<file path="src/rtl/button_press_pkg.sv">
// Shared definitions for the push-button event decoder: FSM state encoding
// and the default prescaler length.
package button_press_pkg;

   // Clock cycles per millisecond tick at the default 100 MHz system clock.
   localparam int TICK_MAX_DEFAULT = 100_000;

   typedef enum logic [1:0] {
      IDLE    = 2'd0,
      PRESSED = 2'd1,
      LONG    = 2'd2
   } state_e;

endpackage

</file>
<file path="src/rtl/button_press_ms_tick.sv">
// Millisecond prescaler: free-running modulo-TICK_MAX counter with a
// synchronous clear. tick is high while the count sits on its last value.
module button_press_ms_tick
   import button_press_pkg::*;
#(
   parameter int TICK_MAX = TICK_MAX_DEFAULT
) (
   input  logic ck,
   input  logic reset,
   input  logic clr,
   output logic tick
);

   localparam int PW = (TICK_MAX > 2) ? $clog2(TICK_MAX) : 1;
   localparam logic [PW-1:0] CNT_LAST = PW'(TICK_MAX - 1);

   logic [PW-1:0] cnt_q, cnt_d;

   // Next count: wrap at the terminal value, clear has priority.
   always_comb begin
      cnt_d = (cnt_q == CNT_LAST) ? '0 : cnt_q + 1'b1;
      if (clr) begin
         cnt_d = '0;
      end
   end

   // Prescaler register.
   always_ff @(posedge ck) begin
      if (reset) begin
         cnt_q <= '0;
      end else begin
         cnt_q <= cnt_d;
      end
   end

   assign tick = (cnt_q == CNT_LAST);

endmodule

</file>
<file path="src/rtl/button_press.sv">
// Push-button event decoder: turns the debounced button level into
// single-cycle short-press, long-press and auto-repeat pulses plus a held
// level. All outputs are registered.
module button_press
   import button_press_pkg::*;
#(
   parameter int TICK_MAX  = TICK_MAX_DEFAULT,
   parameter int LONG_MS   = 1000,
   parameter int REPEAT_MS = 200
) (
   input  logic ck,
   input  logic reset,
   input  logic button_deb,
   output logic press,
   output logic long_press,
   output logic repeat_pulse,
   output logic held
);

   localparam int MS_W  = (LONG_MS > 2) ? $clog2(LONG_MS) : 1;
   localparam int REP_W = (REPEAT_MS > 1) ? $clog2(REPEAT_MS) : 1;
   localparam logic [MS_W-1:0]  MS_LAST  = MS_W'(LONG_MS - 1);
   localparam logic [REP_W-1:0] REP_LAST = REP_W'(REPEAT_MS - 1);

   state_e           state_q, state_d;
   logic [MS_W-1:0]  ms_q, ms_d;
   logic [REP_W-1:0] rep_q, rep_d;
   logic             press_q, press_d;
   logic             long_q, long_d;
   logic             rpt_q, rpt_d;
   logic             held_q, held_d;
   logic             presc_clr;
   logic             tick;

   // The prescaler restarts on every new press so timing never carries
   // over from an earlier press; it is not cleared on entry to LONG.
   button_press_ms_tick #(
      .TICK_MAX(TICK_MAX)
   ) u_ms_tick (
      .ck   (ck),
      .reset(reset),
      .clr  (presc_clr),
      .tick (tick)
   );

   // Next-state, counter and pulse decode.
   always_comb begin
      state_d   = state_q;
      ms_d      = ms_q;
      rep_d     = rep_q;
      press_d   = 1'b0;
      long_d    = 1'b0;
      rpt_d     = 1'b0;
      presc_clr = 1'b0;
      case (state_q)
         IDLE: begin
            ms_d  = '0;
            rep_d = '0;
            if (button_deb) begin
               state_d   = PRESSED;
               presc_clr = 1'b1;
            end
         end
         PRESSED: begin
            // Release is checked first so it wins over a coincident threshold.
            if (!button_deb) begin
               state_d = IDLE;
               press_d = 1'b1;
            end else if (tick) begin
               if (ms_q == MS_LAST) begin
                  state_d = LONG;
                  long_d  = 1'b1;
                  rep_d   = '0;
               end else begin
                  ms_d = ms_q + 1'b1;
               end
            end
         end
         LONG: begin
            // Release suppresses any repeat falling due in the same cycle.
            if (!button_deb) begin
               state_d = IDLE;
            end else if (tick) begin
               if (rep_q == REP_LAST) begin
                  rep_d = '0;
                  rpt_d = 1'b1;
               end else begin
                  rep_d = rep_q + 1'b1;
               end
            end
         end
         default: begin
            state_d = IDLE;
         end
      endcase
      held_d = (state_d != IDLE);
   end

   // State, counters and registered outputs.
   always_ff @(posedge ck) begin
      if (reset) begin
         state_q <= IDLE;
         ms_q    <= '0;
         rep_q   <= '0;
         press_q <= 1'b0;
         long_q  <= 1'b0;
         rpt_q   <= 1'b0;
         held_q  <= 1'b0;
      end else begin
         state_q <= state_d;
         ms_q    <= ms_d;
         rep_q   <= rep_d;
         press_q <= press_d;
         long_q  <= long_d;
         rpt_q   <= rpt_d;
         held_q  <= held_d;
      end
   end

   assign press        = press_q;
   assign long_press   = long_q;
   assign repeat_pulse = rpt_q;
   assign held         = held_q;

endmodule
</file>
<file path="config.mk">
export PLATFORM = sky130hd
export DESIGN_NAME = button_press
export DESIGN_NICKNAME = d
export VERILOG_FILES = /design/src/rtl/button_press_pkg.sv /design/src/rtl/button_press_ms_tick.sv /design/src/rtl/button_press.sv
export SDC_FILE = /design/constraint.sdc
export NUM_CORES = 1
export LEC_CHECK = 0
export ABC_AREA = 1
export BUFFER_PORTS_ARGS = -buffer_cell sky130_fd_sc_hd__buf_2
export CAP_MARGIN = 20
export CORE_ASPECT_RATIO = 0.9
export CORE_MARGIN = 1.5
export CORE_UTILIZATION = 45
export DETAILED_ROUTE_END_ITERATION = 7
export PLACE_DENSITY_LB_ADDON = 0.15
export SLEW_MARGIN = 20
export SYNTH_ARGS = -nofsm -noshare
export SYNTH_HDL_FRONTEND = slang
export SYNTH_HIERARCHICAL = 1
export SYNTH_SLANG_ARGS = --single-unit
</file>
<file path="constraint.sdc">
create_clock -name ck -period 3 [get_ports ck]
set_input_delay 0.3 -clock ck [delete_from_list [all_inputs] [get_ports ck]]
set_output_delay 0.3 -clock ck [all_outputs]
set_load 0.01 [all_outputs]
</file>
Word-level counts from Yosys, hierarchy flattened
Cells that the tools add are included.
Operators by class
  add/sub/neg operators: 3
  eq/ne operators: 11
  mux-type cells: 22
  bitwise logic cells: 4
  reduce and logical (&&, ||, !) cells: 10
Operators with widths (count)
  2-to-1 mux 8 bit: 6
  2-to-1 mux 10 bit: 3
  case mux 8 bit (3 select lines): 1
  case mux 10 bit (2 select lines): 1
  adder 17 x 1 -> 17 bit (second input constant): 1
  == test 17 bit (second input constant): 1
  inequality test 2 bit (second input constant): 6
  adder 10 x 1 -> 10 bit (second input constant): 1
  == test 10 bit (second input constant): 1
  2-to-1 mux 2 bit: 5
  adder 8 x 1 -> 8 bit (second input constant): 1
  == test 8 bit (second input constant): 1
  OR reduction 4 bit: 2
  case mux 2 bit (3 select lines): 1
  AND reduction 6 bit: 1
  2-to-1 mux 1 bit: 5
  inverter 1 bit: 4
  AND reduction 4 bit: 1
  nonzero test 2 bit: 2
  nonzero test 3 bit: 1
  OR reduction 3 bit: 1
  == test 2 x 1 -> 1 bit (second input constant): 1
  == test 2 bit (second input constant): 1
  logical NOT 2 bit: 1
  OR reduction 2 bit: 1
Storage, ports and cells
  flip-flop bits (word level): 41
  bits of input ports: 3
  output and inout port bits: 4
  word-level logic and storage cells: 58

Logic depth before layout (Yosys ltp)
  word-level depth: 6
  mapped depth: 14
  depth with buffers taken out: 14

Hierarchy
Netlist, hierarchy kept.
By module, submodules not included
  button_press: instances 1, cells each 200, area each 1323.8 µm², sequential area each 480.5 µm²
  button_press_ms_tick: instances 1, cells each 127, area each 884.6 µm², sequential area each 340.3 µm²

Worst setup path before layout
No wires, ideal clock.
  kind: register to register
  start point: reg u_ms_tick.cnt_q[0]
  end point: reg ms_q[9]
  library setup time: 0.110 ns
  arrival time: 1.586 ns
  required time: 2.890 ns
  slack: 1.304 ns
  stages on the path, launching flop included: 14
  buffers on the path: 1
  period minus slack after synthesis: 1.696 ns
  path through: dfxtp_1 ha_1 nand2_1 nor2_2 nand3_2 inv_1 nand2_1 nor2_1 nand2_2 nand2_4 buf_6 nand4_1 nand2_1 nor2_2
Between the ends
  longest elaborated chain between the ends: 3
RTL lines
  start, declared: RTL line button_press_ms_tick.sv:17  | logic [PW-1:0] cnt_q, cnt_d;
  start signal, assigned: RTL line button_press_ms_tick.sv:32  | cnt_q <= cnt_d;
  == test 17 bit: RTL line button_press_ms_tick.sv:36  | assign tick = (cnt_q == CNT_LAST);
  net tick: RTL line button_press.sv:33  | logic tick;
  inequality test 2 bit (no source line)
  AND reduction 4 bit (no source line)
  end signal, assigned: RTL line button_press.sv:111  | ms_q <= ms_d;
  end, declared: RTL line button_press.sv:26  | logic [MS_W-1:0] ms_q, ms_d;
The timed path passes the listed nets, and every way through them passes these cells.
A chain may end at the register's enable or synchronous reset.

Worst setup path in the final report
  start point: reg u_ms_tick.cnt_q[0]
  end point: reg rep_q[0]
Between the ends
  longest elaborated chain between the ends: 3
  elaborated cells between the ends (all ways): 4
  classes of those cells: 3 x eq/ne; 1 x reduce/logical
RTL lines
  == test 17 bit *: RTL line button_press_ms_tick.sv:36
  net tick: RTL line button_press.sv:33
  inequality test 2 bit (no source line)
  AND reduction 6 bit (no source line) *
  end signal, assigned: RTL line button_press.sv:112  | rep_q <= rep_d;
  end, declared: RTL line button_press.sv:27  | logic [REP_W-1:0] rep_q, rep_d;
Mark *: on every way through the listed nets, which the timed path passes. The rest lies on a longest branch.

==> results.json <==
{
  "outcome": "finished clean",
  "route.detailed.drc": 0,
  "crit_slowest_cell": "dfxtp_1",
  "fmax_mhz": 528,
  "hp-class": "in2reg",
  "grt_overflow_total": 0,
  "clock_power_share_pct": 37.3,
  "vdd.ir_drop.worst_mv": 0.267,
  "routabilityCongestion": 0.882,
  "period_minus_slack_ps": 1890,
  "sequentialPowerShare_pct": 57.9,
  "grt_pass1_vias": 1780,
  "grt_usage_pct": 17.5,
  "avgSynthCellArea_sq_um": 6.75,
  "final_cells": 400,
  "relSlewSlack_pct": 80.5,
  "cts-resized-gates": 0,
  "intPower_mw": 0.727,
  "tightest_slew_ps": 289,
  "wirelength_um": 4190,
  "synthCells": 327,
  "root_buffer": "clkbuf_8",
  "synth_top_flop_cell": "dfxtp_1",
  "ios": 7,
  "h-tree-depth": 2,
  "area_growth_pct": 7.48,
  "clkLatencyLatePin_ps": 300,
  "report.final.slew_viol_count": 0,
  "swShare_pct": 24.0,
  "crit_required_ps": 3190,
  "holdBufCountCts": 0,
  "power.density_nw_per_um2": 403,
  "path_cells": "ha_1, nand2_1, nor2_2, nand3_2, inv_1, nand2_1, a21oi_2, nand2_4, o21ai_0, nor2_1",
  "drt_iter0_markers": 116,
  "fillers": 458,
  "hpwlAfterDp_um": 3150,
  "placementRows": 23,
  "cts_setup_buffers": 0,
  "fin_tns_setup_ps": 0,
  "worstSetupEndpointType": "flip-flop",
  "async_reset_ff_share_pct": 0,
  "fin_skew_ps": 10.3,
  "clockBufferDepth": 2,
  "clk_pin_slew_ps": 80,
  "first_pass_iters": 4,
  "final_nets": 343,
  "diodes": 0,
  "p_sw_mw": 0.229,
  "drive_above_1_share_pct": 13.6,
  "synth-edff-count": 0,
  "die_h_um": 69.5,
  "p_leak_nw": 0.828,
  "worstPathMaxFanout": 10,
  "max-cap-violations": 0,
  "synth_nets": 333,
  "cts_buffers": 5,
  "vias_per_cell": 4.88,
  "cp-start-kind": "flip-flop",
  "ys_types": 29,
  "combPwrFrac_pct": 4.8,
  "cp_data_arrival_time_ps": 2090,
  "crit_family": "simple AND/OR/NAND/NOR gates",
  "fin_crit_sh_pct": 63.1,
  "dp_cells": 392,
  "synth_seq_cells": 41,
  "netlist_area_sq_um": 2210,
  "drtAntennaViolNets": 0,
  "fp.dieArea_sq_um": 5340,
  "routed-via-count": 1951,
  "grt_max_degree": 18,
  "clkSinkCount": 41,
  "yosysWarnings": 6,
  "crit_type": "reg2reg",
  "hold_viol_final": 0,
  "synth_seq_area_share_pct": 37.2,
  "regArea_sq_um": 821,
  "rsz0062_at_grt": "false",
  "cts_tree": "done",
  "finalSetupViolCount": 0,
  "cp_common_cell": "nand2_1",
  "slowest_delay_ps": 370,
  "die_x_um": 76.8,
  "grt_pass1_wl_um": 7640,
  "antenna_found_initial": 0,
  "portBuffers": 6,
  "initial_core_util_pct": 48.3,
  "path_buf_inv": 1,
  "wl_per_cell_um": 10.5,
  "multiInputGateArea_sq_um": 1210,
  "core_sq_um": 4580
}
## flip-flops by register name (all words and copies together) (netlist names)
register / count
rep_q: 8
repeat_pulse: 1
u_ms_tick/cnt_q: 17
state_q: 2
held: 1
press: 1
long_press: 1
ms_q: 10
## cell families (layout without fill, tap and decap cells)
family | Yosys count | after routing | share of synthesized area (%)
compound gates | 33 | 33 | 8.16
xor+xnor | 8 | 8 | 3.17
fa+ha+maj | 3 | 3 | 1.70
buf+inv | 44 | 55 | 8.21
flops | 41 | 41 | 37.2
simple gates | 198 | 198 | 41.6
## power by group through the flow
stage	logic, mW	registers (mW)	clock network (mW)
6_report	0.0459	0.554	0.357
5_1_grt	0.0517	0.555	0.394
4_1_cts	0.0464	0.554	0.371
3_5_place_dp	0.0462	0.567	0
3_3_place_gp	0.0455	0.567	0
2_1_floorplan	0.0377	0.566	0
## layout by cell type (no fill, tap or decap), drive strengths merged
| cell | synthesis | layout |
|---|---|---|
| a21boi | 1 | 1 |
| a21oi | 24 | 24 |
| and2 | 1 | 1 |
| buf | 2 | 6 |
| clkbuf | 1 | 7 |
| clkinv | 1 | 1 |
| clkinvlp | 0 | 1 |
| dfxtp | 41 | 41 |
| ha | 3 | 3 |
| inv | 40 | 40 |
| nand2 | 95 | 95 |
| nand3 | 20 | 20 |
| nand3b | 5 | 5 |
| nand4 | 6 | 6 |
| nor2 | 65 | 65 |
| nor3 | 5 | 5 |
| nor4b | 1 | 1 |
| o21ai | 6 | 6 |
| o21bai | 2 | 2 |
| xnor2 | 3 | 3 |
| xor2 | 5 | 5 |
## synthesized netlist by cell type, drive strengths merged (2+ instances only)
cell	number	area share, %
nand2	95	18
nor2	65	13
dfxtp	41	37
inv	40	6.8
a21oi	24	5.6
nand3	20	5.2
nand4	6	1.7
o21ai	6	1.4
nand3b	5	1.7
nor3	5	1.4
xor2	5	2.0
ha	3	1.7
xnor2	3	1.2
buf	2	1.0
o21bai	2	0.85
## final timing paths
path | cells past startpoint | slack [ps] | startpoint | endpoint
worst max-delay path | 10 | 1110 | u_ms_tick/cnt_q[0] | rep_q[0]
worst min-delay path | 2 | 230 | button_deb | press
worst max register to register | 10 | 1110 | u_ms_tick/cnt_q[0] | rep_q[0]
worst min register to register | 1 | 470 | u_ms_tick/cnt_q[0] | u_ms_tick/cnt_q[0]
## area by class of cell
type                            count  share of cell area (%)
Clock buffer                        7                    3.22
Clock inverter                      1                   0.316
Inverter                           41                    6.54
Multi-Input combinational cell    242                    50.8
Sequential cell                    41                    34.6
Tap cell                           62                    3.27
Timing Repair Buffer                6                    1.27
## metrics by stage
stage          total power, mW  instance area (sq um)  util, %  hold WS (ps)  worst slack, ps
5_1_grt                   1.00                   2370     51.9           237              866
3_3_place_gp             0.612                   2290     50.0           447             1190
3_5_place_dp             0.613                   2290     50.0           455             1120
4_1_cts                  0.971                   2370     51.9           220             1110
6_report                 0.957                   2370     51.9           226             1110
2_1_floorplan            0.604                   2210        -           379             1300
## worst register-to-register path: stages (launching register included)
cell,delay [ps]
dfxtp_1,370
ha_1,230
nand2_1,100
nor2_2,130
nand3_2,110
inv_1,120
nand2_1,90
a21oi_2,250
nand2_4,140
o21ai_0,180
nor2_1,60
## per-layer routing
metal | share of wire, % | track usage (%) | vias to the layer above
li1 | - | - | 1046
met1 | 52 | 24.1 | 868
met2 | 43 | 27.5 | 31
met3 | 3.7 | 3.95 | 6
met4 | 1.1 | 4.73 | 0
met5 | 0 | 0 | -
No activity file was read; power rests on OpenSTA's default activity.
